==> src/rtl/mandala_sequencer.sv <==
// mandala_sequencer
// -----------------------------------------------------------------------------
// Frame-level animation scheduler for the mandala VGA demo. Each rising edge
// of vsync is one frame event; at that event the block advances the pattern,
// colour and glitter phases, runs the scene timer and the fade-out/fade-in
// sequence between scenes, and applies pause / single-step / speed / direction
// / scene-hold control coming from the user inputs.
//
// Ports
//   clk          pixel clock
//   reset        synchronous, active-high reset
//   vsync        vsync from the sync generator (rising edge = frame event)
//   pause_req    level, 1 requests pause
//   step_req     rising edge requests one animation tick while paused
//   speed[1:0]   one animation tick every 2^speed frames
//   dir          0 = phases increment, 1 = phases decrement
//   scene_hold   1 freezes the scene timer
//   pattern_ctr  pattern phase (10 bit)
//   color_ctr    colour phase (8 bit)
//   glitter_ctr  glitter phase (16 bit), advances every non-paused frame
//   scene        current scene index
//   fade         brightness level, 7 = full, 0 = black
//   state        0 RUN, 1 PAUSED, 2 FADE_OUT, 3 FADE_IN
//   frame_tick   one-cycle pulse, outputs were just updated for a new frame
// -----------------------------------------------------------------------------
module mandala_sequencer #(
  parameter int NUM_SCENES  = 6,
  parameter int SCENE_TICKS = 240
) (
  input  logic        clk,
  input  logic        reset,
  input  logic        vsync,
  input  logic        pause_req,
  input  logic        step_req,
  input  logic [1:0]  speed,
  input  logic        dir,
  input  logic        scene_hold,
  output logic [9:0]  pattern_ctr,
  output logic [7:0]  color_ctr,
  output logic [15:0] glitter_ctr,
  output logic [2:0]  scene,
  output logic [2:0]  fade,
  output logic [1:0]  state,
  output logic        frame_tick
);

  typedef enum logic [1:0] {
    ST_RUN      = 2'd0,
    ST_PAUSED   = 2'd1,
    ST_FADE_OUT = 2'd2,
    ST_FADE_IN  = 2'd3
  } state_t;

  localparam logic [2:0] LAST_SCENE = 3'(NUM_SCENES - 1);
  localparam logic [8:0] LAST_TICK  = 9'(SCENE_TICKS - 1);

  state_t      state_q, state_d;
  logic        vsync_q;
  logic        step_req_q;
  logic        step_pend_q, step_pend_d;
  logic [2:0]  fdiv_q, fdiv_d;
  logic [8:0]  stmr_q, stmr_d;
  logic [9:0]  pattern_q, pattern_d;
  logic [7:0]  color_q, color_d;
  logic [15:0] glitter_q, glitter_d;
  logic [2:0]  scene_q, scene_d;
  logic [2:0]  fade_q, fade_d;
  logic        frame_tick_q;

  logic        frame_ev;
  logic        step_rise;
  logic [2:0]  tick_thresh;
  logic        anim_tick;
  logic        scene_end;
  logic [9:0]  pattern_adv;
  logic [7:0]  color_adv;

  assign frame_ev  = vsync & ~vsync_q;
  assign step_rise = step_req & ~step_req_q;

  // 2^speed - 1: the divider value at which the animation tick fires.
  always_comb begin
    tick_thresh = 3'd0;
    case (speed)
      2'd0: tick_thresh = 3'd0;
      2'd1: tick_thresh = 3'd1;
      2'd2: tick_thresh = 3'd3;
      2'd3: tick_thresh = 3'd7;
      default: tick_thresh = 3'd0;
    endcase
  end

  // ">=" rather than "==" so that lowering speed fires on the next frame
  // instead of waiting for the divider to wrap.
  assign anim_tick = (fdiv_q >= tick_thresh);

  assign pattern_adv = dir ? (pattern_q - 10'd1) : (pattern_q + 10'd1);
  assign color_adv   = dir ? (color_q - 8'd1)    : (color_q + 8'd1);

  assign scene_end = anim_tick & ~scene_hold & (stmr_q == LAST_TICK);

  always_comb begin
    state_d     = state_q;
    fdiv_d      = fdiv_q;
    stmr_d      = stmr_q;
    pattern_d   = pattern_q;
    color_d     = color_q;
    glitter_d   = glitter_q;
    scene_d     = scene_q;
    fade_d      = fade_q;
    // Step requests accumulate between frames; repeated edges merge.
    step_pend_d = step_pend_q | step_rise;

    if (frame_ev) begin
      if (state_q == ST_PAUSED) begin
        // Single step: one animation tick, divider and scene timer untouched.
        if (step_pend_q) begin
          pattern_d   = pattern_adv;
          color_d     = color_adv;
          step_pend_d = step_rise;
        end
        if (!pause_req) begin
          state_d = ST_RUN;
          fdiv_d  = 3'd0;
        end
      end else begin
        // Steps only mean something while paused; drop stale ones here.
        step_pend_d = 1'b0;
        glitter_d   = glitter_q + 16'd1;

        if (anim_tick) begin
          fdiv_d    = 3'd0;
          pattern_d = pattern_adv;
          color_d   = color_adv;
        end else begin
          fdiv_d = fdiv_q + 3'd1;
        end

        case (state_q)
          ST_RUN: begin
            if (anim_tick && !scene_hold) begin
              stmr_d = scene_end ? 9'd0 : (stmr_q + 9'd1);
            end
            // Scene end wins over pause; the pause is picked up after the fades.
            if (scene_end) begin
              state_d = ST_FADE_OUT;
            end else if (pause_req) begin
              state_d = ST_PAUSED;
            end
          end
          ST_FADE_OUT: begin
            // Hold one frame at black, then switch scene and fade back in.
            if (fade_q == 3'd0) begin
              scene_d = (scene_q == LAST_SCENE) ? 3'd0 : (scene_q + 3'd1);
              state_d = ST_FADE_IN;
            end else begin
              fade_d = fade_q - 3'd1;
            end
          end
          ST_FADE_IN: begin
            if (fade_q == 3'd7) begin
              state_d = ST_RUN;
            end else begin
              fade_d = fade_q + 3'd1;
            end
          end
          default: state_d = state_q;
        endcase
      end
    end
  end

  always_ff @(posedge clk) begin
    if (reset) begin
      state_q      <= ST_RUN;
      // Resetting the vsync history high suppresses a false frame event when
      // vsync is already high as reset is released.
      vsync_q      <= 1'b1;
      step_req_q   <= 1'b1;
      step_pend_q  <= 1'b0;
      fdiv_q       <= 3'd0;
      stmr_q       <= 9'd0;
      pattern_q    <= 10'd0;
      color_q      <= 8'd0;
      glitter_q    <= 16'd0;
      scene_q      <= 3'd0;
      fade_q       <= 3'd7;
      frame_tick_q <= 1'b0;
    end else begin
      state_q      <= state_d;
      vsync_q      <= vsync;
      step_req_q   <= step_req;
      step_pend_q  <= step_pend_d;
      fdiv_q       <= fdiv_d;
      stmr_q       <= stmr_d;
      pattern_q    <= pattern_d;
      color_q      <= color_d;
      glitter_q    <= glitter_d;
      scene_q      <= scene_d;
      fade_q       <= fade_d;
      frame_tick_q <= frame_ev;
    end
  end

  assign pattern_ctr = pattern_q;
  assign color_ctr   = color_q;
  assign glitter_ctr = glitter_q;
  assign scene       = scene_q;
  assign fade        = fade_q;
  assign state       = state_q;
  assign frame_tick  = frame_tick_q;

endmodule
==> config.mk <==
export PLATFORM = sky130hd
export DESIGN_NAME = mandala_sequencer
export DESIGN_NICKNAME = d
export VERILOG_FILES = /design/src/rtl/mandala_sequencer.sv
export SDC_FILE = /design/constraint.sdc
export NUM_CORES = 1
export LEC_CHECK = 0
export CAP_MARGIN = 20
export CORE_UTILIZATION = 48
export DETAILED_ROUTE_END_ITERATION = 10
export PLACE_DENSITY = 0.75
export SLEW_MARGIN = 10
export SYNTH_ARGS = -nofsm -noshare
export SYNTH_HDL_FRONTEND = slang
export SYNTH_SLANG_ARGS = --single-unit
==> constraint.sdc <==
create_clock -name clk -period 1.82 [get_ports clk]
set_input_delay 0.182 -clock clk [delete_from_list [all_inputs] [get_ports clk]]
set_output_delay 0.182 -clock clk [all_outputs]
set_load 0.03 [all_outputs]
==> impl_metrics.env, run 1 <==
export IMPL_drt_via_density=5.40
export IMPL_powerDensity_mw_per_mm2=613
export IMPL_preCtsSetupSlack_ns=-0.589
export IMPL_path_class="reg -> reg"
export IMPL_timing_max_slew_rel_slack_pct=56.3
export IMPL_place_congestion=0.827
export IMPL_synth_top_cell_area_share_pct=37.0
export IMPL_postSynthRegisterBits=58
export IMPL_die_x_um=82.8
export IMPL_arrival_ns=2.11
export IMPL_syn_to_final_growth_pct=53.0
export IMPL_critical_path_startpoint_type="register"
export IMPL_worstSetupEndpointType="register"
export IMPL_synth_largest_area_cell="sky130_fd_sc_hd__dfxtp_1"
export IMPL_gr_total_overflow=0
export IMPL_failing_checks="negative setup slack"
export IMPL_leakage_nw=1.90
export IMPL_clock_sinks=58
export IMPL_grt_usage_pct=23.6
export IMPL_die_area_mm2=0.00686
export IMPL_syn_inst=369
export IMPL_cap_violations=0
export IMPL_number_of_max_slew_violations_in_the_final_report=0
export IMPL_detailedRoute_firstIterationViolations=65
export IMPL_synth_nets=401
export IMPL_synth_main_ff_cell="sky130_fd_sc_hd__dfxtp_1"
export IMPL_grt_pass1_vias=3083
export IMPL_worst_path_max_fanout=2
export IMPL_status="finished with violations"
export IMPL_synth_async_sr_flop_share_pct=0
export IMPL_final_layout_size_suffix_gt1_share_pct=31.5
export IMPL_finalSetupViolations=2
export IMPL_routed_via_count=3144
export IMPL_antenna_left=0
export IMPL_fillerInstances=461
export IMPL_initial_core_util_pct=49.7
export IMPL_post_synth_most_frequent_cells="sky130_fd_sc_hd__dfxtp_1, sky130_fd_sc_hd__nor2_1, sky130_fd_sc_hd__nand2_1"
export IMPL_drtPass1Iterations=4
export IMPL_buffer_ports_inserted=51
export IMPL_layout_worst_path_cycle_share_pct=101
export IMPL_number_of_nets_in_the_layout=532
export IMPL_seq_area_mm2=0.00119
export IMPL_timing_fmax_mhz=546
export IMPL_unrepaired_setup_endpoints_after_global_routing="true"
export IMPL_drcViolationCount=0
export IMPL_clock_tree_htree_level_count=3
export IMPL_cts_inserted_buffers=9
export IMPL_grt_antenna_before_repair=0
export IMPL_synth_cell_types=51
export IMPL_r2r_cells=7
export IMPL_min_path_cells=2
export IMPL_cp_required_ns=2.10
export IMPL_yosys_cell_count_top_type="sky130_fd_sc_hd__dfxtp_1"
export IMPL_path_clk_slew_ns=0.07
export IMPL_synth_enable_flop_cells=0
export IMPL_synthTopCellsByArea="sky130_fd_sc_hd__dfxtp_1, sky130_fd_sc_hd__ha_1, sky130_fd_sc_hd__xnor2_1"
export IMPL_die_height_um=82.8
export IMPL_ir_drop_mv=0.539
export IMPL_finalHoldWorstSlack_ns=0.361
export IMPL_postLayoutCellArea_mm2=0.00480
export IMPL_multi_input_comb_area_mm2=0.00212
export IMPL_hold_violations=0
export IMPL_worstHoldPathType="in -> reg"
export IMPL_final_worst_slack_ns=-0.0119
export IMPL_clock_path_buffers=2
export IMPL_seq_area_frac_synth_pct=37.0
export IMPL_grt_pass1_wl_um=13200
export IMPL_grt_max_degree=34
export IMPL_synth_avg_cell_area_um2=8.50
export IMPL_place_detailed_hpwl_um=5550
export IMPL_post_synthesis_instance_area_mm2=0.00314
export IMPL_n_antenna_cell=0
export IMPL_rows=29
export IMPL_tightestPinTransition_ns=0.656
export IMPL_core_area_mm2=0.00631
export IMPL_yosys_warnings=0
export IMPL_io_pins=52
export IMPL_wl_per_cell_um=14.2
export IMPL_finalClockSkew_ns=0.00621
export IMPL_total_cell_area_at_the_placement_stage_mm2=0.00428
export IMPL_cts_hold_buf=0
export IMPL_cts_tree="yes"
export IMPL_routed_wl_um=8250
export IMPL_clk_insertion_delay_late_ns=0.33
export IMPL_time_the_worst_path_needs_with_i_o_delays_and_setup_ns=1.83
export IMPL_cts_root_buffer="sky130_fd_sc_hd__clkbuf_8"
state kept, by name, summed over array words and instances, names as in the netlist, 2 cells and up:
name and cells:
color_ctr 8, fade 3, fdiv_q 3, glitter_ctr 16
pattern_ctr 10, scene 3, state 2, stmr_q 9
worst paths after layout:
| check | slack (ns) | from | to |
|---|---|---|---|
| setup reg to reg | -0.01 | pattern_ctr[1]$_SDFFE_PP0P_ | pattern_ctr[9]$_SDFFE_PP0P_ |
| setup / recovery | -0.01 | pattern_ctr[1]$_SDFFE_PP0P_ | pattern_ctr[9]$_SDFFE_PP0P_ |
| hold reg to reg | 0.47 | color_ctr[4]$_SDFFE_PP0P_ | color_ctr[4]$_SDFFE_PP0P_ |
| hold / removal | 0.36 | reset | pattern_ctr[4]$_SDFFE_PP0P_ |
cell type report:
class | instances | area share, %
Inverter | 13 | 1.07
Tap cell | 77 | 2.01
Clock inverter | 4 | 1.02
Multi-Input combinational cell | 286 | 44.2
Timing Repair Buffer | 132 | 23.4
Sequential cell | 58 | 24.8
Clock buffer | 12 | 3.44
worst max-delay path: stages (launching register included):
cell and delay, ns:
sky130_fd_sc_hd__dfxtp_4 0.36, sky130_fd_sc_hd__ha_4 0.26, sky130_fd_sc_hd__a21o_1 0.15, sky130_fd_sc_hd__nand4_1 0.16, sky130_fd_sc_hd__a211o_1 0.31, sky130_fd_sc_hd__a21o_1 0.18, sky130_fd_sc_hd__a311oi_2 0.24, sky130_fd_sc_hd__a41o_1 0.12
metrics by stage:
stage	util, %	instances	TNS [ns]	total power [mW]
after floorplan	-	369	0	1.51
after global placement	67.8	554	-13.95	1.65
after detailed placement	67.8	554	-16.10	1.66
after CTS	72.9	576	0	2.94
after global routing	76.0	582	-0.593	3.07
final	76.0	582	-0.0119	2.94
per-layer routing:
| layer | GRT usage (%) | wire length (µm) | vias up |
|---|---|---|---|
| met5 | 0 | 0 | - |
| met4 | 10.0 | 135 | 0 |
| met3 | 5.67 | 295 | 18 |
| met2 | 42.5 | 4340 | 85 |
| met1 | 26.4 | 3480 | 1483 |
| li1 | - | - | 1558 |
cells in the final DEF (no fill, tap or decap), types with 4 or more instances in the layout:
cell,instances
sky130_fd_sc_hd__o21a_1,6
sky130_fd_sc_hd__nor2_1,44
sky130_fd_sc_hd__or3_1,4
sky130_fd_sc_hd__buf_6,4
sky130_fd_sc_hd__dfxtp_1,46
sky130_fd_sc_hd__xnor2_1,18
sky130_fd_sc_hd__nor3_1,11
sky130_fd_sc_hd__xor2_1,11
sky130_fd_sc_hd__dfxtp_2,6
sky130_fd_sc_hd__nand2b_1,6
sky130_fd_sc_hd__nand4_1,9
sky130_fd_sc_hd__nor2b_1,4
sky130_fd_sc_hd__ha_4,8
sky130_fd_sc_hd__o21ai_0,10
sky130_fd_sc_hd__nand2_1,34
sky130_fd_sc_hd__dfxtp_4,6
sky130_fd_sc_hd__clkdlybuf4s50_1,47
sky130_fd_sc_hd__ha_1,11
sky130_fd_sc_hd__a21o_1,6
sky130_fd_sc_hd__buf_4,77
sky130_fd_sc_hd__nand3_1,8
sky130_fd_sc_hd__clkbuf_8,12
sky130_fd_sc_hd__a21oi_1,28
sky130_fd_sc_hd__inv_1,11
timing repair:
action | CTS | global route
resized for setup | 16 | 33
setup endpoints to repair | 30 | 22
gates cloned | 0 | 0
pin swaps | 16 | 17
setup buffers | 6 | 6
cell families after synthesis:
family / synth area share, %
simple gates: 25.1
compound gates: 16.2
flops: 37.0
xor+xnor: 8.38
buf+inv: 3.47
fa+ha+maj: 9.90
where the power goes:
| group | internal, mW | leakage [nW] | switching [mW] |
|---|---|---|---|
| Clock | 0.742 | 0.112 | 0.522 |
| Sequential | 1.28 | 0.476 | 0.0148 |
| Combinational | 0.193 | 1.31 | 0.188 |
| Total | 2.22 | 1.90 | 0.725 |
No activity file was read; power rests on OpenSTA's default activity.
==> run 2: changes to the inputs <==
--- a/config.mk
+++ b/config.mk
@@ -9,6 +9,7 @@
 export CORE_UTILIZATION = 48
 export DETAILED_ROUTE_END_ITERATION = 10
 export PLACE_DENSITY = 0.75
+export SKIP_LAST_GASP = 1
 export SLEW_MARGIN = 10
 export SYNTH_ARGS = -nofsm -noshare
 export SYNTH_HDL_FRONTEND = slang
==> impl_metrics.env, run 2 (synthesis results as in run 1) <==
export IMPL_status="finished with violations"
export IMPL_failing_checks="negative setup slack"
export IMPL_grt_antenna_before_repair=0
export IMPL_clock_sinks=58
export IMPL_worstSetupEndpoint="pattern_ctr[9]$_SDFFE_PP0P_"
export IMPL_drt_via_density=5.41
export IMPL_largest_register_ffs=16
export IMPL_detailedRoute_firstIterationViolations=65
export IMPL_sequential_cell_fraction_of_total_power_pct=44.0
export IMPL_r2r_cells=7
export IMPL_arrival_ns=2.11
export IMPL_internal_power_mw=2.22
export IMPL_tightestPinTransition_ns=0.656
export IMPL_hold_violations=0
export IMPL_routed_wl_um=8250
export IMPL_number_of_nets_in_the_layout=532
export IMPL_cp_required_ns=2.10
export IMPL_core_area_mm2=0.00631
export IMPL_most_frequent_standard_cell_in_the_layout_excluding_fill_and_tap_cells="sky130_fd_sc_hd__buf_4"
export IMPL_r2r_setup_slack_ns=-0.01
export IMPL_layout_common_cells="sky130_fd_sc_hd__buf_4, sky130_fd_sc_hd__clkdlybuf4s50_1, sky130_fd_sc_hd__dfxtp_1"
export IMPL_buffer_ports_inserted=51
export IMPL_worstHoldPathType="in -> reg"
export IMPL_critical_path_source="pattern_ctr[1]$_SDFFE_PP0P_"
export IMPL_cts_hold_buf=0
export IMPL_timing_fmax_mhz=546
export IMPL_finalSetupViolations=1
export IMPL_path_class="reg -> reg"
export IMPL_rows=29
export IMPL_critical_path_startpoint_type="register"
export IMPL_unrepaired_setup_endpoints_after_global_routing="true"
export IMPL_finalClockSkew_ns=0.00650
export IMPL_share_comb_of_total_power_pct=13.0
export IMPL_worst_path_max_fanout=2
export IMPL_initial_core_util_pct=49.7
export IMPL_net_switching_share_of_the_total_power_pct=24.7
export IMPL_gr_total_overflow=0
export IMPL_grt_max_degree=34
export IMPL_die_x_um=82.8
export IMPL_number_of_max_slew_violations_in_the_final_report=0
export IMPL_drcViolationCount=0
export IMPL_layout_worst_path_cycle_share_pct=101
export IMPL_finalHoldWorstSlack_ns=0.360
export IMPL_fillerInstances=459
export IMPL_worstSetupEndpointType="register"
export IMPL_place_detailed_hpwl_um=5550
export IMPL_final_layout_size_suffix_gt1_share_pct=31.7
export IMPL_syn_to_final_growth_pct=53.3
export IMPL_cts_root_buffer="sky130_fd_sc_hd__clkbuf_8"
export IMPL_critical_path_reg2reg_endpoint="pattern_ctr[9]$_SDFFE_PP0P_"
export IMPL_powerDensity_mw_per_mm2=612
export IMPL_wl_per_cell_um=14.2
export IMPL_ir_drop_mv=0.539
export IMPL_io_pins=52
export IMPL_power_clock_fraction_pct=43.0
export IMPL_clock_path_buffers=2
export IMPL_final_worst_slack_ns=-0.0123
export IMPL_grt_usage_pct=23.6
export IMPL_clk_insertion_delay_late_ns=0.33
export IMPL_timing_max_slew_rel_slack_pct=56.3
export IMPL_die_height_um=82.8
export IMPL_routed_via_count=3146
export IMPL_antenna_left=0
export IMPL_drtPass1Iterations=4
export IMPL_clock_tree_htree_level_count=3
export IMPL_die_area_mm2=0.00686
export IMPL_path_clk_slew_ns=0.07
export IMPL_cap_violations=0
export IMPL_grt_pass1_vias=3083
export IMPL_leakage_nw=1.90
export IMPL_total_power_mw=2.94
export IMPL_p_sw_mw=0.726
export IMPL_place_congestion=0.827
export IMPL_rr_startpoint="pattern_ctr[1]$_SDFFE_PP0P_"
export IMPL_cts_inserted_buffers=9
export IMPL_time_the_worst_path_needs_with_i_o_delays_and_setup_ns=1.83
export IMPL_n_antenna_cell=0
export IMPL_cts_tree="yes"
export IMPL_grt_pass1_wl_um=13200
-- run 2: cell counts in the layout (fill, tap and decap cells not counted) --
No cell type changed its count.
-- run 2: how the worst min path moves through the flow --
stage / from / to / slack [ns] / cells past startpoint
after detailed placement: color_ctr[3]$_SDFFE_PP0P_ / color_ctr[3]$_SDFFE_PP0P_ / 0.46 / 2
after global placement: color_ctr[4]$_SDFFE_PP0P_ / color_ctr[4]$_SDFFE_PP0P_ / 0.45 / 2
after floorplan: step_req / step_req_q$_SDFF_PP1_ / 0.29 / 1
final: reset / pattern_ctr[4]$_SDFFE_PP0P_ / 0.36 / 2
after CTS: reset / pattern_ctr[4]$_SDFFE_PP0P_ / 0.35 / 2
after global routing: reset / fdiv_q[1]$_SDFFE_PP0P_ / 0.38 / 2
-- run 2: stage by stage --
step           setup WS, ns  TNS [ns]  cells  instance area [µm²]  utilization (%)
2_1_floorplan       0.00123         0    369                 3240                -
3_3_place_gp         -0.501    -13.95    554                 4280             67.8
3_5_place_dp         -0.589    -16.10    554                 4280             67.8
4_1_cts             -0.0152   -0.0152    576                 4600             72.9
5_1_grt              -0.109    -0.603    582                 4810             76.1
6_report            -0.0123   -0.0123    582                 4810             76.1
-- run 2: critical path, stage by stage, from the launching register on --
cell and delay [ns]:
sky130_fd_sc_hd__dfxtp_4 0.36, sky130_fd_sc_hd__ha_4 0.26, sky130_fd_sc_hd__a21o_1 0.15, sky130_fd_sc_hd__nand4_1 0.16, sky130_fd_sc_hd__a211o_1 0.31, sky130_fd_sc_hd__a21o_1 0.18
sky130_fd_sc_hd__a311oi_2 0.24, sky130_fd_sc_hd__a41o_1 0.12
-- run 2: layout make-up --
| type | instances | area, µm² | share of cell area [%] |
|---|---|---|---|
| flip-flops and latches | 58 | 1190 | 24.8 |
| well taps | 77 | 96.3 | 2.00 |
| repair buffers | 132 | 1120 | 23.4 |
| clock inverters | 4 | 48.8 | 1.02 |
| inverters | 13 | 51.3 | 1.07 |
| clock buffers | 12 | 165 | 3.44 |
| multi-input cells | 286 | 2130 | 44.3 |
-- run 2: power by group through the flow --
stage	sequential, mW	clock (mW)	combinational [mW]
2_1_floorplan	1.34	0	0.168
3_3_place_gp	1.32	0	0.331
3_5_place_dp	1.32	0	0.341
4_1_cts	1.29	1.29	0.358
5_1_grt	1.30	1.36	0.417
6_report	1.30	1.27	0.383
-- run 2: repair_timing --
action | 4_1_cts | 5_1_grt
endpoints found under the setup margin | 30 | 24
gates resized for setup | 15 | 35
pin swaps | 16 | 18
setup buffers | 6 | 6
-- run 2: layer usage --
layer | up-vias | GRT usage [%] | share of wire (%)
met2 | 87 | 42.5 | 53
li1 | 1558 | - | -
met1 | 1483 | 26.4 | 42
met4 | 0 | 10.0 | 1.6
met5 | - | 0 | 0
met3 | 18 | 5.67 | 3.6
==> run 3: changes to the inputs <==
--- a/config.mk
+++ b/config.mk
@@ -9,8 +9,9 @@
 export CORE_UTILIZATION = 48
 export DETAILED_ROUTE_END_ITERATION = 10
 export PLACE_DENSITY = 0.75
+export RECOVER_POWER = 25
 export SKIP_LAST_GASP = 1
-export SLEW_MARGIN = 10
+export SLEW_MARGIN = 20
 export SYNTH_ARGS = -nofsm -noshare
 export SYNTH_HDL_FRONTEND = slang
 export SYNTH_SLANG_ARGS = --single-unit
==> impl_metrics.env, run 3 (synthesis results as in run 1) <==
export IMPL_status="finished with violations"
export IMPL_failing_checks="negative setup slack"
export IMPL_time_the_worst_path_needs_with_i_o_delays_and_setup_ns=1.83
export IMPL_drt_via_density=5.41
export IMPL_critPathMaxStageDelay_ns=0.36
export IMPL_r2r_setup_slack_ns=-0.01
export IMPL_routed_wl_um=8250
export IMPL_critical_path_most_common_cell="sky130_fd_sc_hd__a21o_1"
export IMPL_unrepaired_setup_endpoints_after_global_routing="true"
export IMPL_drtPass1Iterations=4
export IMPL_grt_pass1_vias=3083
export IMPL_preCtsSetupSlack_ns=-0.589
export IMPL_worstSetupEndpointType="register"
export IMPL_worst_path_max_fanout=2
export IMPL_cts_hold_buf=0
export IMPL_cp_buffers_inverters=0
export IMPL_post_layout_instance_count_excluding_filler_cells=582
export IMPL_rows=29
export IMPL_cts_inserted_buffers=9
export IMPL_largest_register_ffs=16
export IMPL_critical_path_startpoint_type="register"
export IMPL_most_frequent_standard_cell_in_the_layout_excluding_fill_and_tap_cells="sky130_fd_sc_hd__buf_4"
export IMPL_io_pins=52
export IMPL_timing_fmax_mhz=546
export IMPL_numPlacedInstances=554
export IMPL_grt_max_degree=34
export IMPL_final_layout_size_suffix_gt1_share_pct=31.7
export IMPL_buffer_ports_inserted=51
export IMPL_initial_core_util_pct=49.7
export IMPL_powerDensity_mw_per_mm2=612
export IMPL_tightestPinTransition_ns=0.656
export IMPL_largest_delay_share_family_worst_path="compound AO/OA/AOI/OAI gates"
export IMPL_cap_violations=0
export IMPL_timing_max_slew_rel_slack_pct=56.3
export IMPL_final_worst_slack_ns=-0.0123
export IMPL_leakage_nw=1.90
export IMPL_die_area_mm2=0.00686
export IMPL_number_of_max_slew_violations_in_the_final_report=0
export IMPL_ir_drop_mv=0.539
export IMPL_cp_required_ns=2.10
export IMPL_wl_per_cell_um=14.2
export IMPL_final_util_pct=76.1
export IMPL_arrival_ns=2.11
export IMPL_total_cell_area_at_the_placement_stage_mm2=0.00428
export IMPL_number_of_nets_in_the_layout=532
export IMPL_grt_antenna_before_repair=0
export IMPL_detailedRoute_firstIterationViolations=65
export IMPL_die_height_um=82.8
export IMPL_cts_tree="yes"
export IMPL_grt_pass1_wl_um=13200
export IMPL_layout_worst_path_cycle_share_pct=101
export IMPL_master_of_the_slowest_instance_on_the_critical_path="sky130_fd_sc_hd__dfxtp_4"
export IMPL_layout_common_cells="sky130_fd_sc_hd__buf_4, sky130_fd_sc_hd__dfxtp_1, sky130_fd_sc_hd__clkdlybuf4s50_1"
export IMPL_postLayoutCellArea_mm2=0.00481
export IMPL_grt_usage_pct=23.6
export IMPL_place_congestion=0.827
export IMPL_finalClockSkew_ns=0.00650
export IMPL_finalSetupViolations=1
export IMPL_cts_root_buffer="sky130_fd_sc_hd__clkbuf_8"
export IMPL_routed_via_count=3146
export IMPL_crit_chain="ha_4, a21o_1, nand4_1, a211o_1, a21o_1, a311oi_2, a41o_1"
export IMPL_path_class="reg -> reg"
export IMPL_worstHoldPathType="in -> reg"
export IMPL_path_clk_slew_ns=0.07
export IMPL_clock_sinks=58
export IMPL_place_detailed_hpwl_um=5550
export IMPL_clk_insertion_delay_late_ns=0.33
export IMPL_hold_violations=0
export IMPL_gr_total_overflow=0
export IMPL_syn_to_final_growth_pct=53.3
export IMPL_clock_tree_htree_level_count=3
export IMPL_drcViolationCount=0
export IMPL_n_antenna_cell=0
export IMPL_core_area_mm2=0.00631
export IMPL_antenna_left=0
export IMPL_die_x_um=82.8
export IMPL_clock_path_buffers=2
==> run 3: area by class of cell <==
class                           instances  area (µm²)
Clock buffer                           12         165
Clock inverter                          4        48.8
Fill cell                             459        1510
Inverter                               13        51.3
Multi-Input combinational cell        286        2130
Sequential cell                        58        1190
Tap cell                               77        96.3
Timing Repair Buffer                  132        1120
==> run 3: timing repair <==
action,CTS,global route
setup buffers,6,6
pin swaps,16,18
hold endpoints to repair,0,0
resized for setup,15,35
setup endpoints to repair,30,24
==> run 3: layer usage <==
layer | global-route usage, % | part of all wire (%)
met5 | 0 | 0
met4 | 10.0 | 1.6
met3 | 5.67 | 3.6
met2 | 42.5 | 53
met1 | 26.4 | 42
==> run 3: path summary, 6_finish.rpt <==
kind                          startpoint                          end  cells after the start
max          pattern_ctr[1]$_SDFFE_PP0P_  pattern_ctr[9]$_SDFFE_PP0P_                      7
max reg2reg  pattern_ctr[1]$_SDFFE_PP0P_  pattern_ctr[9]$_SDFFE_PP0P_                      7
min                                reset  pattern_ctr[4]$_SDFFE_PP0P_                      2
min reg2reg    color_ctr[4]$_SDFFE_PP0P_    color_ctr[4]$_SDFFE_PP0P_                      2
==> run 3: power by group <==
part / internal, mW / total (mW) / switching, mW
logic: 0.194 / 0.382 / 0.188
clock network: 0.742 / 1.27 / 0.523
registers: 1.28 / 1.30 / 0.0148
total: 2.22 / 2.94 / 0.726
==> run 3: metrics by stage <==
step / TNS, ns / total power [mW] / hold WS [ns]
6_report: -0.0123 / 2.94 / 0.360
5_1_grt: -0.609 / 3.07 / 0.378
4_1_cts: -0.0152 / 2.94 / 0.349
3_5_place_dp: -16.10 / 1.66 / 0.462
3_3_place_gp: -13.95 / 1.65 / 0.451
2_1_floorplan: 0 / 1.51 / 0.289
